## src/rtl/keypad_key_detector.sv

```systemverilog
// Keypad key detector: re-aligns synchronized rows with their scan column, resolves one key
// per 4-column frame and debounces press/release over whole frames.
module keypad_key_detector #(
  parameter int DEBOUNCE_SCANS = 4,
  parameter int RELEASE_SCANS  = 4
) (
  input  logic       clk,
  input  logic       rst,
  input  logic [3:0] col_shift_reg,
  input  logic [1:0] column_index,
  input  logic [3:0] row_in,
  output logic [3:0] key_code,
  output logic       key_valid,
  output logic       key_pressed
);

  typedef enum logic [1:0] {
    ST_IDLE     = 2'd0,
    ST_DEBOUNCE = 2'd1,
    ST_PRESSED  = 2'd2
  } state_t;

  localparam logic [3:0] DEB_TARGET = 4'(DEBOUNCE_SCANS);
  localparam logic [3:0] REL_TARGET = 4'(RELEASE_SCANS);

  // Synchronizer and column alignment pipeline
  logic [3:0] row_s1_q, row_s1_d;
  logic [3:0] row_s_q, row_s_d;
  logic [1:0] col_d1_q, col_d1_d;
  logic [1:0] col_d2_q, col_d2_d;
  logic [3:0] onehot_d1_q, onehot_d1_d;
  logic [3:0] onehot_d2_q, onehot_d2_d;

  // Frame accumulator
  logic       acc_hit_q, acc_hit_d;
  logic       acc_ambig_q, acc_ambig_d;
  logic [3:0] acc_code_q, acc_code_d;

  // FSM and counters
  state_t     state_q, state_d;
  logic [3:0] cand_q, cand_d;
  logic [3:0] cnt_q, cnt_d;
  logic [3:0] rcnt_q, rcnt_d;

  // Registered outputs
  logic [3:0] key_code_q, key_code_d;
  logic       key_valid_q, key_valid_d;
  logic       key_pressed_q, key_pressed_d;

  logic       sample_corrupt;
  logic [2:0] n_hits;
  logic [1:0] sample_row;
  logic [3:0] sample_code;
  logic       frame_close;
  logic       frame_hit;
  logic       frame_ambig;
  logic [3:0] frame_code;
  logic       res_single;
  logic [3:0] cnt_inc;
  logic [3:0] rcnt_inc;
  logic       accept;
  logic       release_key;

  always_comb begin
    row_s1_d    = row_in;
    row_s_d     = row_s1_q;
    col_d1_d    = column_index;
    col_d2_d    = col_d1_q;
    onehot_d1_d = col_shift_reg;
    onehot_d2_d = onehot_d1_q;
  end

  // A shift of 1 by the index is always one-hot, so equality also covers the one-hot test
  assign sample_corrupt = (onehot_d2_q != (4'b0001 << col_d2_q));

  assign n_hits = {2'b00, row_s_q[0]} + {2'b00, row_s_q[1]}
                + {2'b00, row_s_q[2]} + {2'b00, row_s_q[3]};

  always_comb begin
    sample_row = 2'd0;
    for (int r = 3; r >= 0; r--) begin
      if (row_s_q[r]) sample_row = 2'(r);
    end
  end

  assign sample_code = {sample_row, col_d2_q};
  assign frame_close = (col_d2_q == 2'd3);

  always_comb begin
    frame_hit   = acc_hit_q | (n_hits != 3'd0);
    frame_ambig = acc_ambig_q | sample_corrupt | (n_hits > 3'd1)
                | (acc_hit_q & (n_hits != 3'd0));
    frame_code  = acc_hit_q ? acc_code_q : sample_code;
  end

  // The closing sample is folded in, and the accumulator restarts on the same edge
  always_comb begin
    acc_hit_d   = frame_hit;
    acc_ambig_d = frame_ambig;
    acc_code_d  = frame_code;
    if (frame_close) begin
      acc_hit_d   = 1'b0;
      acc_ambig_d = 1'b0;
      acc_code_d  = 4'd0;
    end
  end

  assign res_single = frame_close & frame_hit & ~frame_ambig;
  assign cnt_inc    = (cnt_q == 4'hF) ? cnt_q : cnt_q + 4'd1;
  assign rcnt_inc   = (rcnt_q == 4'hF) ? rcnt_q : rcnt_q + 4'd1;

  // Next-state process
  always_comb begin
    state_d     = state_q;
    cand_d      = cand_q;
    cnt_d       = cnt_q;
    rcnt_d      = rcnt_q;
    accept      = 1'b0;
    release_key = 1'b0;
    if (frame_close) begin
      case (state_q)
        ST_IDLE: begin
          if (res_single) begin
            cand_d = frame_code;
            cnt_d  = 4'd1;
            if (DEB_TARGET <= 4'd1) begin
              accept  = 1'b1;
              state_d = ST_PRESSED;
              rcnt_d  = 4'd0;
            end else begin
              state_d = ST_DEBOUNCE;
            end
          end
        end
        ST_DEBOUNCE: begin
          if (res_single) begin
            if (frame_code == cand_q) begin
              cnt_d = cnt_inc;
              if (cnt_inc >= DEB_TARGET) begin
                accept  = 1'b1;
                state_d = ST_PRESSED;
                rcnt_d  = 4'd0;
              end
            end else begin
              cand_d = frame_code;
              cnt_d  = 4'd1;
            end
          end else begin
            state_d = ST_IDLE;
            cnt_d   = 4'd0;
          end
        end
        ST_PRESSED: begin
          if (res_single && (frame_code == key_code_q)) begin
            rcnt_d = 4'd0;
          end else begin
            rcnt_d = rcnt_inc;
            if (rcnt_inc >= REL_TARGET) begin
              release_key = 1'b1;
              state_d     = ST_IDLE;
              rcnt_d      = 4'd0;
              cnt_d       = 4'd0;
            end
          end
        end
        default: begin
          state_d = ST_IDLE;
          cnt_d   = 4'd0;
          rcnt_d  = 4'd0;
        end
      endcase
    end
  end

  // Output process: key_code is kept after release, key_valid lasts one cycle
  always_comb begin
    key_code_d    = key_code_q;
    key_valid_d   = 1'b0;
    key_pressed_d = key_pressed_q;
    if (accept) begin
      key_code_d    = cand_d;
      key_valid_d   = 1'b1;
      key_pressed_d = 1'b1;
    end else if (release_key) begin
      key_pressed_d = 1'b0;
    end
  end

  // State register process
  always_ff @(posedge clk) begin
    if (rst) begin
      row_s1_q      <= 4'd0;
      row_s_q       <= 4'd0;
      col_d1_q      <= 2'd0;
      col_d2_q      <= 2'd0;
      onehot_d1_q   <= 4'd0;
      onehot_d2_q   <= 4'd0;
      acc_hit_q     <= 1'b0;
      acc_ambig_q   <= 1'b0;
      acc_code_q    <= 4'd0;
      state_q       <= ST_IDLE;
      cand_q        <= 4'd0;
      cnt_q         <= 4'd0;
      rcnt_q        <= 4'd0;
      key_code_q    <= 4'd0;
      key_valid_q   <= 1'b0;
      key_pressed_q <= 1'b0;
    end else begin
      row_s1_q      <= row_s1_d;
      row_s_q       <= row_s_d;
      col_d1_q      <= col_d1_d;
      col_d2_q      <= col_d2_d;
      onehot_d1_q   <= onehot_d1_d;
      onehot_d2_q   <= onehot_d2_d;
      acc_hit_q     <= acc_hit_d;
      acc_ambig_q   <= acc_ambig_d;
      acc_code_q    <= acc_code_d;
      state_q       <= state_d;
      cand_q        <= cand_d;
      cnt_q         <= cnt_d;
      rcnt_q        <= rcnt_d;
      key_code_q    <= key_code_d;
      key_valid_q   <= key_valid_d;
      key_pressed_q <= key_pressed_d;
    end
  end

  assign key_code    = key_code_q;
  assign key_valid   = key_valid_q;
  assign key_pressed = key_pressed_q;

endmodule

```

## config.mk

```make
export PLATFORM = sky130hd
export DESIGN_NAME = keypad_key_detector
export DESIGN_NICKNAME = d
export VERILOG_FILES = /design/src/rtl/keypad_key_detector.sv
export SDC_FILE = /design/constraint.sdc
export NUM_CORES = 1
export LEC_CHECK = 0
export ABC_AREA = 1
export BUFFER_PORTS_ARGS = -buffer_cell sky130_fd_sc_hd__buf_4
export CORE_ASPECT_RATIO = 0.5
export CORE_MARGIN = 3
export CORE_UTILIZATION = 64
export CTS_CLUSTER_SIZE = 16
export DETAILED_ROUTE_END_ITERATION = 8
export PLACE_DENSITY = 0.88
export SLEW_MARGIN = 10
export SYNTH_ARGS = -nofsm -noshare
export SYNTH_HDL_FRONTEND = slang
export SYNTH_SLANG_ARGS = --single-unit
```

## constraint.sdc

```tcl
create_clock -name clk -period 4.5 [get_ports clk]
set_clock_uncertainty 0.2 [all_clocks]
set_input_delay 0.45 -clock clk [delete_from_list [all_inputs] [get_ports clk]]
set_output_delay 0.45 -clock clk [all_outputs]
set_load 0.03 [all_outputs]
```

# Yosys cells after proc, flatten, opt, wreduce, memory -nomap -nowiden
# Cells that the tools add are included.
dict set report op_classes {
  eq_ne 16
  magnitude_cmp 3
  add_sub_neg 5
  reduce_logical 8
  n_mux 43
  shifts 1
  bitwise_logic 9
}
# operator n
set ops {}
lappend ops {{4-bit two-way mux} 17}
lappend ops {{4-bit case mux with 3 select lines} 2}
lappend ops {{2-bit two-way mux} 10}
lappend ops {{1-bit two-way mux} 12}
lappend ops {{2-bit != test, second input constant} 6}
lappend ops {{4-bit by 1-bit adder with 4-bit output, second input constant} 2}
lappend ops {{4-bit == test} 2}
lappend ops {{4-bit == test, second input constant} 2}
lappend ops {{4-bit by 3-bit >= comparator with 1-bit output, second input constant} 2}
lappend ops {{4-bit case mux with 2 select lines} 1}
lappend ops {{3-bit != test, second input constant} 2}
lappend ops {{2-bit case mux with 3 select lines} 1}
lappend ops {{6-bit AND reduction} 1}
lappend ops {{5-bit AND reduction} 1}
lappend ops {{2-bit == test, second input constant} 2}
lappend ops {{4-bit != test} 1}
lappend ops {{1-bit bitwise OR} 4}
lappend ops {{4-bit AND reduction} 1}
lappend ops {{1-bit by 2-bit left shift with 4-bit output, first input constant} 1}
lappend ops {{2-bit by 1-bit adder with 3-bit output} 1}
lappend ops {{3-bit by 1-bit adder with 3-bit output} 1}
lappend ops {{1-bit bitwise AND} 3}
lappend ops {{3-bit by 1-bit > comparator with 1-bit output, second input constant} 1}
lappend ops {{3-bit nonzero test} 1}
lappend ops {{other kinds (7)} 8}
dict set report totals {
  reg_bits 46
  in_bits 12
}

# Logic depth before layout (Yosys ltp)
dict set report logic_depth {
  depth_word 14
  ltp_mapped 19
  ltp_nobuf 19
}

# Least setup slack after synthesis
# Ideal clock, no wire load.
dict set report synth_path {
  path_kind {register -> register}
  start {register row_s_q[0]}
  end {register state_q[0]}
  slack_ns 1.740
  n_path_buf 0
  t_arrival_ns 2.444
  setup_ns 0.117
  path_stages_with_launch 19
  period_less_slack_ns 2.760
  path_cell_list {dfxtp_1 inv_1 fa_1 inv_1 ha_1 inv_1 ha_1 inv_1 nand3_1 nand2_1 nand2_1 nor2_4 nand3_4 o21bai_4 nand2_4 nand2_8 nand2_1 nand2_1 nor2_1}
}
dict set report synth_between {
  elab_chain_len 11
}
# element line_no
set synth_rtl {}
lappend synth_rtl {{from (decl)} 28} ;# logic [3:0] row_s_q, row_s_d;
lappend synth_rtl {{from (signal assigned)} 210} ;# row_s_q <= row_s_d;
lappend synth_rtl {{1-bit by 1-bit adder with 2-bit output} 76} ;# assign n_hits = {2'b00, row_s_q[0]} + {2'b00, row_s_q[1]}
lappend synth_rtl {{2-bit by 1-bit adder with 3-bit output} 77} ;# + {2'b00, row_s_q[2]} + {2'b00, row_s_q[3]};
lappend synth_rtl {{3-bit by 1-bit adder with 3-bit output} 77}
lappend synth_rtl {{3-bit by 1-bit > comparator with 1-bit output / 3-bit nonzero test (equally long branches)} {91, 90, 92}}
lappend synth_rtl {{1-bit bitwise OR / 1-bit bitwise AND (equally long branches)} {91, 92}}
lappend synth_rtl {{1-bit bitwise OR} 92} ;# | (acc_hit_q & (n_hits != 3'd0));
lappend synth_rtl {{1-bit inverter} 108} ;# assign res_single = frame_close & frame_hit & ~frame_ambig;
lappend synth_rtl {{1-bit bitwise AND} 108}
lappend synth_rtl {{1-bit logical AND} 154} ;# if (res_single && (frame_code == key_code_q)) begin
lappend synth_rtl {{2-bit != test (no source line)} -}
lappend synth_rtl {{6-bit AND reduction (no source line)} -}
lappend synth_rtl {{to (signal assigned)} 218} ;# state_q <= state_d;
lappend synth_rtl {{to (decl)} 40} ;# state_t state_q, state_d;
# Several ways; a longest one is shown, not always the timed one.
# A chain may end at the register's enable or synchronous reset.

# Final worst setup path
dict set report layout_path {
  start {register row_s_q[0]}
  end {register key_code_q[1] (netlist: key_code[1])}
}
dict set report layout_between {
  elab_chain_len 11
}
# element line_no
set layout_rtl {}
lappend layout_rtl {{1-bit by 1-bit adder with 2-bit output} 76}
lappend layout_rtl {{2-bit by 1-bit adder with 3-bit output} 77}
lappend layout_rtl {{3-bit by 1-bit adder with 3-bit output} 77}
lappend layout_rtl {{3-bit by 1-bit > comparator with 1-bit output / 3-bit nonzero test (equally long branches)} {91, 90, 92}}
lappend layout_rtl {{1-bit bitwise OR / 1-bit bitwise AND (equally long branches)} {91, 92}}
lappend layout_rtl {{1-bit bitwise OR} 92}
lappend layout_rtl {{1-bit inverter} 108}
lappend layout_rtl {{1-bit bitwise AND} 108}
lappend layout_rtl {{4-bit two-way mux (tied with other cells)} 136} ;# if (res_single) begin
lappend layout_rtl {{4-bit case mux with 2 select lines / 1-bit two-way mux (equally long branches)} 121} ;# case (state_q)
lappend layout_rtl {{4-bit two-way mux / 1-bit two-way mux (equally long branches)} 120} ;# if (frame_close) begin
lappend layout_rtl {{to (signal assigned)} 222} ;# key_code_q <= key_code_d;
lappend layout_rtl {{to (decl)} 46} ;# logic [3:0] key_code_q, key_code_d;
# Several ways; a longest one is shown, not always the timed one.

==> run metrics <==
Seq cells post-synth 46; io pins 18; std cell rows 14; starting DRC count in detailed routing 125; Vias/cell 5.08; clock tree sinks 46; final core occ 0.802; mapped cell area 0.00233 mm^2; gp weighted congestion 0.816; vias in the first global route 1810; Vias 2047; worst-margin pin slew 0.403 ns; Post-synth EDFFs 0; first-pass detailed-route iteration total 5; Routed WL 4650 um; met2 Track Usage GR 0.380; initial antenna violation count 0; minimum clock period 3.09 ns; Initial Util 0.722; CTS hold repair buffers 0; worst hold path depth 3; Startpoint Class flop; GRT Total Usage 0.223; Max Clock Freq 0.324 GHz; worst path arrival time 3.09 ns; Yosys cell types 32; fin crit share 0.686; Worst Setup Slack post-DPL 1.48 ns; nets@finish 373; worst slew margin relative to its limit 0.730; Slew Limit Fails 0; top cells by area, synth dfxtp_1, nand2_1, inv_1; core area 0.00322 mm^2; Worst Path Max Fanout 8; share of cells above drive strength 1 0.172; Setup Total Neg Slack 0 ns; first-pass GRT wire length 8010 um; chip width 91.3 um; Yosys top cell area share 0.396; CTS Buffer Depth 2; root buf cell clkbuf_8; Hold Crit Class in -> reg; cell leakage power 0.00128 uW; setup ws final 1.41 ns; asr flop ratio synth 0; status completed; Design Power 780 uW; largest net degree at the start of global routing 34; Global Route met1 Usage 0.277; final hold vios 0; # DRC 0; CP required 4.50 ns; grt met3 use 0.0588; Final Setup Violations 0; ANT cells 0; Peak VDD IR 0.220 mV; area delta synth->final 11.1%; Max-cap violations 0; post-DP HPWL 3350 um; wire per inst 11.5 um; register area share after synthesis 0.396; most instantiated cells after synthesis nand2_1, inv_1, dfxtp_1, nor2_1, nand3_1; CP endpoint kind flop; Main synth FF type dfxtp_1; top cell type by total area after synthesis dfxtp_1; Post-Synthesis Cells 335; Routed Antenna Nets 0; count leader, synth nand2_1; CTS buffer count 5; syn avg cell area 6.95 um^2; grt ovf 0; r2r worst-path depth 18; post-cts resize count 0; # port buffers 17; Power Density 301 mW/mm^2; Post-CTS Setup Bufs 0; Die Y 48.6 um; worst setup path class reg -> reg; RSZ-0062 raised after global routing no; Total Die Area 0.00444 mm^2; Yosys warnings 0; Syn Nets 354; Top Usage Layer GRT met2; H-tree depth 2; CTS tree yes; worst skew pair latency 0.31 ns; Clock Pin Slew Worst Setup and Hold Paths 0.09 ns
[sequential cells by signal, summed over array words and instances (netlist names), 4 cells and up]
register / flops
onehot_d1_q: 4
cnt_q: 4
row_s_q: 4
cand_q: 4
row_s1_q: 4
rcnt_q: 4
key_code: 4
acc_code_q: 4
onehot_d2_q: 4
[stage by stage]
step                      std cells  area [um^2]  hold WS, ns
after detailed placement        395         2490        0.193
after global routing            403         2590        0.148
after floorplan                 335         2330        0.188
after CTS                       403         2590        0.138
final                           403         2590        0.132
after global placement          395         2490        0.191
[cells by family after synthesis]
kind of cell             share of synthesized area
flip-flops                                   0.396
buffers and inverters                        0.124
AND/OR/NAND/NOR                              0.358
adder cells (fa/ha/maj)                     0.0409
multiplexers                               0.00430
AO/OA/AOI/OAI                               0.0780
[cell usage in the layout, fill, tap and decap left out, types with 2 or more instances in the layout]
cell	Yosys	layout
o21ai_0	5	5
or2_1	2	2
inv_1	61	61
nor3_1	4	4
nand3_2	2	2
ha_1	6	6
or2_2	2	2
a21oi_2	5	5
nand2_2	7	7
inv_2	7	7
nand2_4	2	2
nand3_1	14	14
clkbuf_8	0	5
a21oi_1	12	12
nand4_1	4	4
nor2_4	3	3
buf_4	1	17
nand2_1	89	89
dfxtp_1	46	46
nand3_4	2	2
o21ai_1	5	5
nor2_1	42	42
[cell type report]
class / instances / area (um^2)
flip-flops and latches: 46 / 921
clock inverters: 3 / 25.0
inverters: 70 / 265
fillers: 224 / 637
multi-input cells: 214 / 1120
well taps: 48 / 60.1
repair buffers: 17 / 128
clock buffers: 5 / 68.8
[routing by layer]
| layer | share of wire | vias up |
|---|---|---|
| met5 | 0 | - |
| met4 | 0.018 | 0 |
| met3 | 0.073 | 10 |
| met2 | 0.47 | 67 |
| met1 | 0.44 | 931 |
| li1 | - | 1039 |
[final timing paths]
| check | end | slack, ns | startpoint |
|---|---|---|---|
| setup / recovery | key_code[1]$_SDFFE_PP0P_ | 1.41 | row_s_q[0]$_SDFF_PP0_ |
| setup reg to reg | key_code[1]$_SDFFE_PP0P_ | 1.41 | row_s_q[0]$_SDFF_PP0_ |
| hold reg to reg | onehot_d2_q[1]$_SDFF_PP0_ | 0.21 | onehot_d1_q[1]$_SDFF_PP0_ |
| hold / removal | onehot_d1_q[3]$_SDFF_PP0_ | 0.13 | col_shift_reg[3] |
[power by group]
part | internal, uW | total [uW] | switching, uW | leakage [uW]
Combinational | 31.4 | 88.1 | 56.7 | 0.000859
Clock | 112 | 263 | 151 | 0.0000447
Sequential | 419 | 428 | 8.98 | 0.000376
[critical path, stage by stage (launching register included)]
cell and delay, ns:
dfxtp_1 0.37, inv_1 0.07, fa_1 0.53, inv_1 0.04, ha_1 0.19, inv_1 0.09, ha_1 0.23, inv_1 0.09
nand3_1 0.07, nand2_1 0.07, nand2_1 0.09, nor2_4 0.12, nand3_4 0.17, nor2_4 0.16, nand3_2 0.17, inv_2 0.13
nand2_1 0.07, nand2_1 0.07, a21oi_1 0.05
(Power assumes the default switching activity.)
